## config.mk

```make
export PLATFORM = sky130hd
export DESIGN_NAME = multicycle_sequencer
export DESIGN_NICKNAME = d
export VERILOG_FILES = /design/src/rtl/multicycle_sequencer_pkg.sv /design/src/rtl/multicycle_sequencer_pc_unit.sv /design/src/rtl/multicycle_sequencer.sv
export SDC_FILE = /design/constraint.sdc
export NUM_CORES = 1
export LEC_CHECK = 0
export BUFFER_PORTS_ARGS = -buffer_cell sky130_fd_sc_hd__clkbuf_2
export CAP_MARGIN = 20
export CORE_AREA = 8 8 75 77
export CTS_CLUSTER_SIZE = 28
export DETAILED_ROUTE_END_ITERATION = 8
export DIE_AREA = 0 0 83 85
export GPL_TIMING_DRIVEN = 0
export PLACE_DENSITY = 0.59
export SYNTH_ARGS = -nofsm -noshare
export SYNTH_HDL_FRONTEND = slang
export SYNTH_SLANG_ARGS = --single-unit
```

## constraint.sdc

```tcl
create_clock -name clk -period 7.7 [get_ports clk]
set_input_delay 0.77 -clock clk [delete_from_list [all_inputs] [get_ports clk]]
set_output_delay 0.77 -clock clk [all_outputs]
set_load 0.1 [all_outputs]
```

## src/rtl/multicycle_sequencer_pkg.sv

```systemverilog
// Shared definitions for the multi-cycle fetch/decode/execute sequencer:
// state encoding, opcode values and field widths.
package multicycle_sequencer_pkg;

    typedef enum logic [2:0] {
        ST_IDLE   = 3'd0,
        ST_FETCH  = 3'd1,
        ST_DECODE = 3'd2,
        ST_EXEC   = 3'd3,
        ST_MEM    = 3'd4,
        ST_WB     = 3'd5
    } seq_state_t;

    localparam logic [1:0] OP_ADD   = 2'b00;
    localparam logic [1:0] OP_LOAD  = 2'b01;
    localparam logic [1:0] OP_STORE = 2'b10;
    localparam logic [1:0] OP_JUMP  = 2'b11;

    localparam int JUMP_OFS_W   = 6;
    localparam int RETIRE_CNT_W = 16;

endpackage

```

## src/rtl/multicycle_sequencer_pc_unit.sv

```systemverilog
// Program counter: synchronous reset to 0, +1 after a fetch, and a
// sign-extended relative add for taken jumps. All arithmetic wraps.
module seq_pc_unit
    import multicycle_sequencer_pkg::*;
#(
    parameter int PC_W = 8
) (
    input  logic                  clk,
    input  logic                  reset,
    input  logic                  inc_en_i,
    input  logic                  jump_en_i,
    input  logic [JUMP_OFS_W-1:0] ofs_i,
    output logic [PC_W-1:0]       pc_o
);

    logic [PC_W-1:0] pc_q;
    logic [PC_W-1:0] pc_d;
    logic [PC_W-1:0] ofs_sext;

    assign ofs_sext = {{(PC_W-JUMP_OFS_W){ofs_i[JUMP_OFS_W-1]}}, ofs_i};

    // Next PC: increment and jump are never requested in the same cycle.
    always_comb begin
        pc_d = pc_q;
        if (inc_en_i) begin
            pc_d = pc_q + PC_W'(1);
        end else if (jump_en_i) begin
            pc_d = pc_q + ofs_sext;
        end
    end

    // PC register.
    always_ff @(posedge clk) begin
        if (reset) begin
            pc_q <= '0;
        end else begin
            pc_q <= pc_d;
        end
    end

    assign pc_o = pc_q;

endmodule

```

## src/rtl/multicycle_sequencer.sv

```systemverilog
// Multi-cycle fetch/decode/execute sequencer for the 2-bit-opcode CPU.
// Owns PC and IR, handshakes with instruction and data memory, and drives
// datapath strobes as Moore outputs of (state, registered opcode).
// Optional build macro SEQ_RETIRE_CNT_EN adds a saturating retire counter.
module multicycle_sequencer
    import multicycle_sequencer_pkg::*;
#(
    parameter int PC_W    = 8,
    parameter int INSTR_W = 8
) (
    input  logic               clk,
    input  logic               reset,
    input  logic               run,
    output logic               instr_req,
    output logic [PC_W-1:0]    instr_addr,
    input  logic [INSTR_W-1:0] instr_rdata,
    input  logic               instr_ack,
    input  logic               mem_ack,
    output logic [PC_W-1:0]    pc,
    output logic [INSTR_W-1:0] ir,
    output logic               alu_sel,
    output logic               reg_write,
    output logic               mem_read,
    output logic               mem_write,
    output logic               branch,
    output logic               busy,
`ifdef SEQ_RETIRE_CNT_EN
    output logic [RETIRE_CNT_W-1:0] retired_cnt,
`endif
    output logic [2:0]         state
);

    seq_state_t         state_q;
    seq_state_t         state_d;
    logic [INSTR_W-1:0] ir_q;
    logic [INSTR_W-1:0] ir_d;
    logic [1:0]         op;
    logic               pc_inc;
    logic               pc_jump;
    logic               retire;

    assign op = ir_q[INSTR_W-1 -: 2];

    seq_pc_unit #(
        .PC_W (PC_W)
    ) u_pc (
        .clk       (clk),
        .reset     (reset),
        .inc_en_i  (pc_inc),
        .jump_en_i (pc_jump),
        .ofs_i     (ir_q[JUMP_OFS_W-1:0]),
        .pc_o      (pc)
    );

    // Next-state, IR load, PC control and Moore strobes.
    always_comb begin
        state_d   = state_q;
        ir_d      = ir_q;
        pc_inc    = 1'b0;
        pc_jump   = 1'b0;
        retire    = 1'b0;
        instr_req = 1'b0;
        alu_sel   = 1'b0;
        reg_write = 1'b0;
        mem_read  = 1'b0;
        mem_write = 1'b0;
        branch    = 1'b0;
        case (state_q)
            ST_IDLE: begin
                if (run) state_d = ST_FETCH;
            end
            ST_FETCH: begin
                instr_req = 1'b1;
                if (instr_ack) begin
                    ir_d    = instr_rdata;
                    pc_inc  = 1'b1;
                    state_d = ST_DECODE;
                end
            end
            ST_DECODE: begin
                state_d = ST_EXEC;
            end
            ST_EXEC: begin
                case (op)
                    OP_ADD: begin
                        alu_sel = 1'b1;
                        state_d = ST_WB;
                    end
                    OP_LOAD, OP_STORE: begin
                        state_d = ST_MEM;
                    end
                    default: begin
                        branch  = 1'b1;
                        pc_jump = 1'b1;
                        retire  = 1'b1;
                    end
                endcase
            end
            ST_MEM: begin
                mem_read  = (op == OP_LOAD);
                mem_write = (op == OP_STORE);
                if (mem_ack) begin
                    if (op == OP_LOAD) state_d = ST_WB;
                    else               retire  = 1'b1;
                end
            end
            ST_WB: begin
                reg_write = 1'b1;
                retire    = 1'b1;
            end
            default: begin
                state_d = ST_IDLE;
            end
        endcase
        // run is only consulted when an instruction finishes.
        if (retire) state_d = run ? ST_FETCH : ST_IDLE;
    end

    // State and instruction registers.
    always_ff @(posedge clk) begin
        if (reset) begin
            state_q <= ST_IDLE;
            ir_q    <= '0;
        end else begin
            state_q <= state_d;
            ir_q    <= ir_d;
        end
    end

`ifdef SEQ_RETIRE_CNT_EN
    logic [RETIRE_CNT_W-1:0] retire_cnt_q;

    // Saturating count of retired instructions.
    always_ff @(posedge clk) begin
        if (reset) begin
            retire_cnt_q <= '0;
        end else if (retire && (retire_cnt_q != {RETIRE_CNT_W{1'b1}})) begin
            retire_cnt_q <= retire_cnt_q + RETIRE_CNT_W'(1);
        end
    end

    assign retired_cnt = retire_cnt_q;
`endif

    assign instr_addr = pc;
    assign ir         = ir_q;
    assign busy       = (state_q != ST_IDLE);
    assign state      = state_q;

endmodule

```

# Word-level counts from Yosys, hierarchy flattened

Index checks and enable logic that the tools add are counted.

Output and inout bits: 34
Flip-flop bits (word level): 19
Word-level logic and storage cells: 49
Bits of input ports: 13

Mux-type cells: 23
Reductions and logical operators: 8
Equal/unequal tests: 13
$add $sub $neg: 2

Operators with widths:

| operator            | count |
|---|---|
| $pmux 3 s6          | 1 |
| $mux 8              | 2 |
| $mux 3              | 5 |
| $mux 1              | 13 |
| $ne 3x3->1 const B  | 4 |
| $add 8x1->8 const B | 1 |
| $add 8x8->8         | 1 |
| $eq 3x2->1 const B  | 2 |
| $eq 3x3->1 const B  | 2 |
| $pmux 3 s2          | 1 |
| $reduce_and 6->1    | 1 |
| $ne 4x4->1 const B  | 1 |
| $eq 3x1->1 const B  | 1 |
| $logic_not 3->1     | 1 |
| $pmux 1 s3          | 1 |
| $reduce_bool 3->1   | 1 |
| $reduce_or 3->1     | 1 |
| $eq 2x1->1 const B  | 1 |
| $eq 2x2->1 const B  | 1 |
| $logic_not 2->1     | 1 |
| $ne 2x2->1 const B  | 1 |
| $reduce_and 2->1    | 1 |
| $reduce_bool 2->1   | 1 |
| $reduce_or 2->1     | 1 |

# Depth between registers and ports, before layout

Gate-level depths: netlist of run 1.

Depth in word-level cells: 6
Gate-level depth with buffers: 11
Depth with buffers taken out: 10

# Hierarchy

A second synthesis of run 1 with hierarchy kept.

Cells, all modules: 166
Area total of the unflattened synthesis: 1365.1 µm²

By module, submodules not included:

| module               | times used | cells each | area an instance (µm²) |
|---|---|---|---|
| multicycle_sequencer | 1          | 93         | 759.5 |
| seq_pc_unit          | 1          | 73         | 605.6 |

# Least setup slack after synthesis of run 1

Ideal clock, no wire load.

Kind: reg-to-output
Start point: register state_q[1] (netlist: state[1])
End point: output alu_sel
Arrival time: 3.665 ns
Setup slack: 3.265 ns
Stages on the path, launching flop included: 4
Path buffers: 1
Cells stage by stage: dfxtp_1 clkbuf_1 nand2_1 nor3b_1

Word-level cells in the longest chain between the ends: 2

Ends and longest elaborated chain:

| element                | RTL line                    | source |
|---|---|---|
| from (decl)            | multicycle_sequencer.sv:33  | `seq_state_t state_q;` |
| from (signal assigned) | multicycle_sequencer.sv:125 | `state_q <= state_d;` |
| $eq 3x2->1             | multicycle_sequencer.sv:68  | `case (state_q)` |
| $mux 1                 | multicycle_sequencer.sv:68  |  |
| to (decl)              | multicycle_sequencer.sv:21  | `output logic alu_sel,` |

Every way passes these cells.

# Final worst setup path of run 1

Start point: input instr_ack
End point: register u_pc.pc_q[6] (netlist: u_pc.pc_o[6])

Word-level cells in the longest chain between the ends: 3
Elaborated cells between the ends (all ways): 4
Those cells by class: mux (3); reduce/logical (1)

Ends and longest elaborated chain:

| element                                            | RTL line                           | source |
|---|---|---|
| from (decl)                                        | multicycle_sequencer.sv:17         | `input logic instr_ack,` |
| $mux 1 *                                           | multicycle_sequencer.sv:74         | `if (instr_ack) begin` |
| $mux 1 *                                           | multicycle_sequencer.sv:68         |  |
| $mux 8 / $reduce_bool 2->1 (equally long branches) | n/a                                |  |
| to (signal assigned)                               | multicycle_sequencer_pc_unit.sv:37 | `pc_q <= pc_d;` |
| to (decl)                                          | multicycle_sequencer_pc_unit.sv:16 | `logic [PC_W-1:0] pc_q;` |

Every way passes the cells marked *; elsewhere a longest branch is shown, timed or not.
A chain may end at the register's enable or synchronous reset.

==> results of run 1 <==
==> cell type report <==
class | count | area share [%]
plain buffers | 17 | 6.16
clock buffers | 3 | 2.54
clock inverters | 1 | 0.308
inverters | 6 | 1.39
multi-input cells | 118 | 47.9
flip-flops and latches | 19 | 23.4
well taps | 54 | 4.16
repair buffers | 46 | 14.2
==> layer usage <==
layer	up-vias	part of all wire [%]	wire [microns]	track usage (%)
met2	27	46	1570	15.8
met4	0	2.1	71	5.27
met3	5	4.3	148	1.92
met5	-	0	0	0
li1	660	-	-	-
met1	573	48	1650	11.9
==> cell families after synthesis <==
logic type	share of synthesized area, %
and+or+nand+nor	28.2
AOI/OAI and AO/OA	18.2
buffers and inverters	9.57
DFF	29.7
adders and majority gates	10.4
muxes	3.32
xor gates and xnor gates	0.684
==> stage by stage <==
stage | instance area (sq um) | setup WS (ns)
floorplan | 1280 | 3.26
global route | 1630 | 4.69
global placement | 1580 | 4.56
detailed placement | 1580 | 4.52
CTS | 1630 | 4.80
finish | 1630 | 4.80
==> layout by cell type, fill, tap and decap left out, types with 3 or more instances in the layout <==
master | synthesis | routed
a21oi_1 | 20 | 20
a211oi_1 | 3 | 3
nand2_1 | 16 | 16
inv_1 | 6 | 6
clkbuf_8 | 0 | 3
clkbuf_2 | 0 | 46
clkbuf_1 | 6 | 6
nor2_1 | 15 | 15
ha_1 | 9 | 9
nor3_1 | 4 | 4
nor3b_1 | 4 | 4
buf_4 | 9 | 9
dfxtp_1 | 19 | 19
nor2b_1 | 5 | 5
and2_1 | 6 | 6
==> worst min path at each step <==
stage	start	to	slack, ns	cells past startpoint
floorplan	ir[0]$_SDFFE_PP0P_	ir[0]$_SDFFE_PP0P_	0.89	2
global placement	ir[0]$_SDFFE_PP0P_	ir[0]$_SDFFE_PP0P_	0.46	2
detailed placement	ir[0]$_SDFFE_PP0P_	ir[0]$_SDFFE_PP0P_	0.47	2
CTS	ir[0]$_SDFFE_PP0P_	ir[0]$_SDFFE_PP0P_	0.49	2
global route	ir[0]$_SDFFE_PP0P_	ir[0]$_SDFFE_PP0P_	0.50	2
finish	ir[0]$_SDFFE_PP0P_	ir[0]$_SDFFE_PP0P_	0.48	2
==> Yosys cell counts, drive strengths merged (2+ instances only) <==
cell,n
a211oi,4
a21o,2
a21oi,20
and2,6
and3,2
buf,11
clkbuf,6
dfxtp,19
ha,9
inv,6
mux2,2
mux2i,2
nand2,16
nand2b,2
nand4,2
nor2,15
nor2b,5
nor3,4
nor3b,4
o21ai,2
or3,2
==> where the power goes <==
| part | internal [uW] | total [uW] | switching [uW] |
|---|---|---|---|
| Sequential | 105 | 113 | 8.15 |
| Combinational | 33.5 | 155 | 122 |
| Clock | 36.2 | 74.5 | 38.3 |
| Total | 175 | 343 | 168 |
==> registers in the layout, indices dropped and copies added, names as in the netlist <==
| signal | flops |
|---|---|
| u_pc.pc_o | 8 |
| ir | 8 |
| state | 3 |
==> worst max-delay path, stage by stage <==
cell       delay, ns
clkbuf_2        0.13
nand4bb_1       0.10
buf_4           0.19
and2_1          0.18
ha_1            0.33
nor2b_1         0.17
o31a_1          0.26
or4_1           0.40
a21oi_1         0.19
mux2_1          0.33
==> results_dict.tcl, run 1 <==
set metrics [dict create \
    worstMarginPinSlew_ns 0.564 \
    cap_violations 0 \
    async_flop_share_pct 0 \
    gp_congestion 0.790 \
    synth_top_area_cell "dfxtp_1" \
    fin_tns_setup_ns 0 \
    r2r_slack_ns 4.94 \
    hold_violations 0 \
    synth_fp_nets 183 \
    status "finished clean" \
    firstDrtPassIters 4 \
    yosys_warnings 0 \
    required_ns 7.86 \
    r2r_end "u_pc.pc_o[6]$_SDFFE_PP0P_" \
    rows 25 \
    grt_max_degree 12 \
    htree_levels 1 \
    drt_wl_total_microns 3440 \
    synth_cells 160 \
    finalClockSkew_ns 0.00650 \
    relSlewSlack_pct 62.3 \
    arrival_ns 3.06 \
    area_delta_synth_final_pct 26.9 \
    first_global_vias 1277 \
    cts_tree "done" \
    multi_input_area_sq_um 778 \
    drt-initial-drc-count 86 \
    clkLatencyLatePin_ns 0.27 \
    synth_cell_types 43 \
    grt_pass1_wl_microns 5910 \
    synth_edf_count 0 \
    dieArea_sq_mm 0.00706 \
    vias_per_cell 4.79 \
    detail-route-antenna-nets 0 \
    synth_top_area_share_pct 29.7 \
    cts_buffer_depth 2 \
    slew_viol_final 0 \
    layout.nets 234 \
    drc 0 \
    synth_area_sq_mm 0.00128 \
    rsz0062_at_grt "false" \
    p_leak_uw 0.000757 \
    die_x_microns 83 \
    syn_area_per_cell_sq_um 8.01 \
    finalNonFillerCells 264 \
    n_antenna_cell 0 \
    final_util_pct 35.8 \
    regArea_sq_um 380 \
    crit_start "instr_ack" \
    reg2reg_from "state[1]$_SDFFE_PP0P_" \
    finalPower_uw 343 \
    period_share_pct 37.7 \
    antenna_found_initial 0 \
    irDropWorstVdd_v 0.0000496 \
    cts_setup_buffers 0 \
    hp-class "reg -> reg" \
    timing.hold.ws_ns 0.481 \
    powerDensity_mw_per_mm2 211 \
    ys_top_cells_by_area "dfxtp_1 30%, ha_1 8.8%, a21oi_1 7.8%, buf_4 5.3%, nand2_1 4.7%" \
    grt.total_usage_pct 9.79 \
    port_buffers 46 \
    overflow 0 \
    cts.repair.resized 0 \
    wl_per_cell_microns 13.0 \
    dp.cells 260 \
    dp_hpwl_microns 2710 \
    cp-start-kind "primary input" \
    cts_buffers 3 \
    start_util_pct 28.2 \
    synth-seq-cells 19 \
    fmax_ghz 0.345 \
    cp_max_fo 10 \
    pin_count 47 \
    end_kind "flop" \
    crit_end "u_pc.pc_o[6]$_SDFFE_PP0P_" \
    setup_viol 0 \
    reg2reg_depth 9 \
    num_vias 1265 \
    cts-root-buf "clkbuf_8" \
    cts_sinks 19 \
    drive_above_1_share_pct 31.0 \
    synth-seq-area-share_pct 29.7 \
    clk_pin_slew_ns 0.08 \
    core-area_sq_mm 0.00454 \
    nFillCells 504 \
    die_y_microns 85 \
    postCtsHoldBufs 0 \
    min_period_ns 2.90 \
    synth-main-ff-cell "dfxtp_1" \
    critPathKind "in -> reg" \
]
No activity file was read; power rests on OpenSTA's default activity.
==> run 2, diff against run 1 <==
Clock period 7.7 ns to 3 ns, I/O delays scaled along.
==> results_dict.tcl, run 2 (synthesized netlist as in run 1, its figures left out) <==
set metrics [dict create \
    status "finished clean" \
    end_kind "flop" \
    cts_setup_buffers 0 \
    cts_sinks 19 \
    cts.repair.resized 0 \
    final_cell_mix "46 x clkbuf_2, 20 x a21oi_1, 16 x nand2_1, 16 x dfxtp_1, 15 x nor2_1" \
    cts_tree "done" \
    rsz0062_at_grt "false" \
    n_antenna_cell 0 \
    cap_violations 0 \
    area_delta_synth_final_pct 27.9 \
    regArea_sq_um 384 \
    cts_buffer_depth 2 \
    min_period_ns 2.67 \
    port_buffers 46 \
    finalClockSkew_ns 0.00444 \
    slew_viol_final 0 \
    hold_path_depth 3 \
    nFillCells 496 \
    multi_input_area_sq_um 788 \
    finalPower_uw 871 \
    clk_pin_slew_ns 0.07 \
    arrival_ns 2.82 \
    period_share_pct 89.1 \
    grt_pass1_wl_microns 5870 \
    fin_area_sq_mm 0.00164 \
    drt_wl_total_microns 3350 \
    power_frac_comb_pct 45.7 \
    drc 0 \
    powerDensity_mw_per_mm2 532 \
    drt-initial-drc-count 53 \
    finalNonFillerCells 264 \
    p_int_uw 450 \
    vias_per_cell 4.84 \
    num_vias 1279 \
    place_area_sq_mm 0.00159 \
    gp_congestion 0.757 \
    first_global_vias 1246 \
    dp.cells 260 \
    clkLatencyLatePin_ns 0.26 \
    rows 25 \
    cts_buffers 3 \
    layout.nets 234 \
    postCtsHoldBufs 0 \
    irDropWorstVdd_v 0.000283 \
    critPathKind "reg -> reg" \
    p_seq_share_pct 33.5 \
    p_leak_uw 0.000764 \
    worstMarginPinSlew_ns 0.574 \
    hp-class "in -> reg" \
    dieArea_sq_mm 0.00706 \
    cp-start-kind "flop" \
    die_x_microns 83 \
    start_util_pct 28.2 \
    htree_levels 1 \
    antenna_found_initial 0 \
    p_switching_uw 421 \
    required_ns 3.15 \
    cp_max_fo 10 \
    die_y_microns 85 \
    drive_above_1_share_pct 33.3 \
    timing.final.ws_setup_ns 0.326 \
    overflow 0 \
    relSlewSlack_pct 61.6 \
    wl_per_cell_microns 12.7 \
    setup_viol 0 \
    pre_cts_slack_ns 0.304 \
    hold_violations 0 \
    swShare_pct 48.3 \
    pin_count 47 \
    grt.total_usage_pct 9.70 \
    fmax_ghz 0.374 \
    firstDrtPassIters 6 \
    dp_hpwl_microns 2690 \
    core-area_sq_mm 0.00454 \
    reg2reg_depth 9 \
    p_clk_share_pct 20.8 \
    final_common_cell "clkbuf_2" \
    detail-route-antenna-nets 0 \
    grt_max_degree 12 \
    cts-root-buf "clkbuf_8" \
    fin_tns_setup_ns 0 \
]
## run 2: changes by cell type in the layout (fill, tap and decap cells not counted)
cell and delta:
dfxtp_2 +3, nor3b_1 -2, nor3b_2 +2, dfxtp_1 -3
## run 2: critical path, stage by stage, from the launching register on
cell and delay, ns:
dfxtp_2 0.37, nand4bb_1 0.18, buf_4 0.18, and2_1 0.18, ha_1 0.33, nor2b_1 0.17, o31a_1 0.26, or4_1 0.39
a21oi_1 0.17, mux2_1 0.32
## run 2: path summary, 6_finish.rpt
check | startpoint | endpoint | slack [ns]
worst max-delay path | state[1]$_SDFFE_PP0P_ | u_pc.pc_o[6]$_SDFFE_PP0P_ | 0.33
worst min-delay path | instr_rdata[1] | ir[1]$_SDFFE_PP0P_ | 0.26
worst max register to register | state[1]$_SDFFE_PP0P_ | u_pc.pc_o[6]$_SDFFE_PP0P_ | 0.33
worst min register to register | ir[0]$_SDFFE_PP0P_ | ir[0]$_SDFFE_PP0P_ | 0.48
## run 2: area by class of cell
cell class	count	area share [%]
Inverter	6	1.37
Tap cell	54	4.12
Sequential cell	19	23.4
Multi-Input combinational cell	118	48.1
Clock buffer	3	2.52
Timing Repair Buffer	46	14.0
Clock inverter	1	0.305
Buffer	17	6.11
## run 2: routing by layer
layer / up-vias / share of wire (%) / routed length [microns] / track usage, %
met4: 0 / 1.0 / 34 / 3.35
met2: 31 / 46 / 1550 / 15.5
met5: - / 0 / 0 / 0
met1: 588 / 49 / 1630 / 12.0
li1: 658 / - / - / -
met3: 2 / 4.3 / 144 / 2.97
## run 2: stage by stage
| step | util (%) | hold WS (ns) |
|---|---|---|
| floorplan | - | 0.436 |
| global placement | 35.1 | 0.459 |
| detailed placement | 35.1 | 0.473 |
| CTS | 36.1 | 0.247 |
| global route | 36.1 | 0.258 |
| finish | 36.1 | 0.257 |
## run 2: power groups by stage
stage | logic, uW | clock network, uW | registers, uW
2_1_floorplan | 214 | 0 | 416
5_1_grt | 428 | 202 | 296
6_report | 399 | 181 | 291
3_5_place_dp | 403 | 0 | 298
4_1_cts | 403 | 192 | 292
3_3_place_gp | 401 | 0 | 297
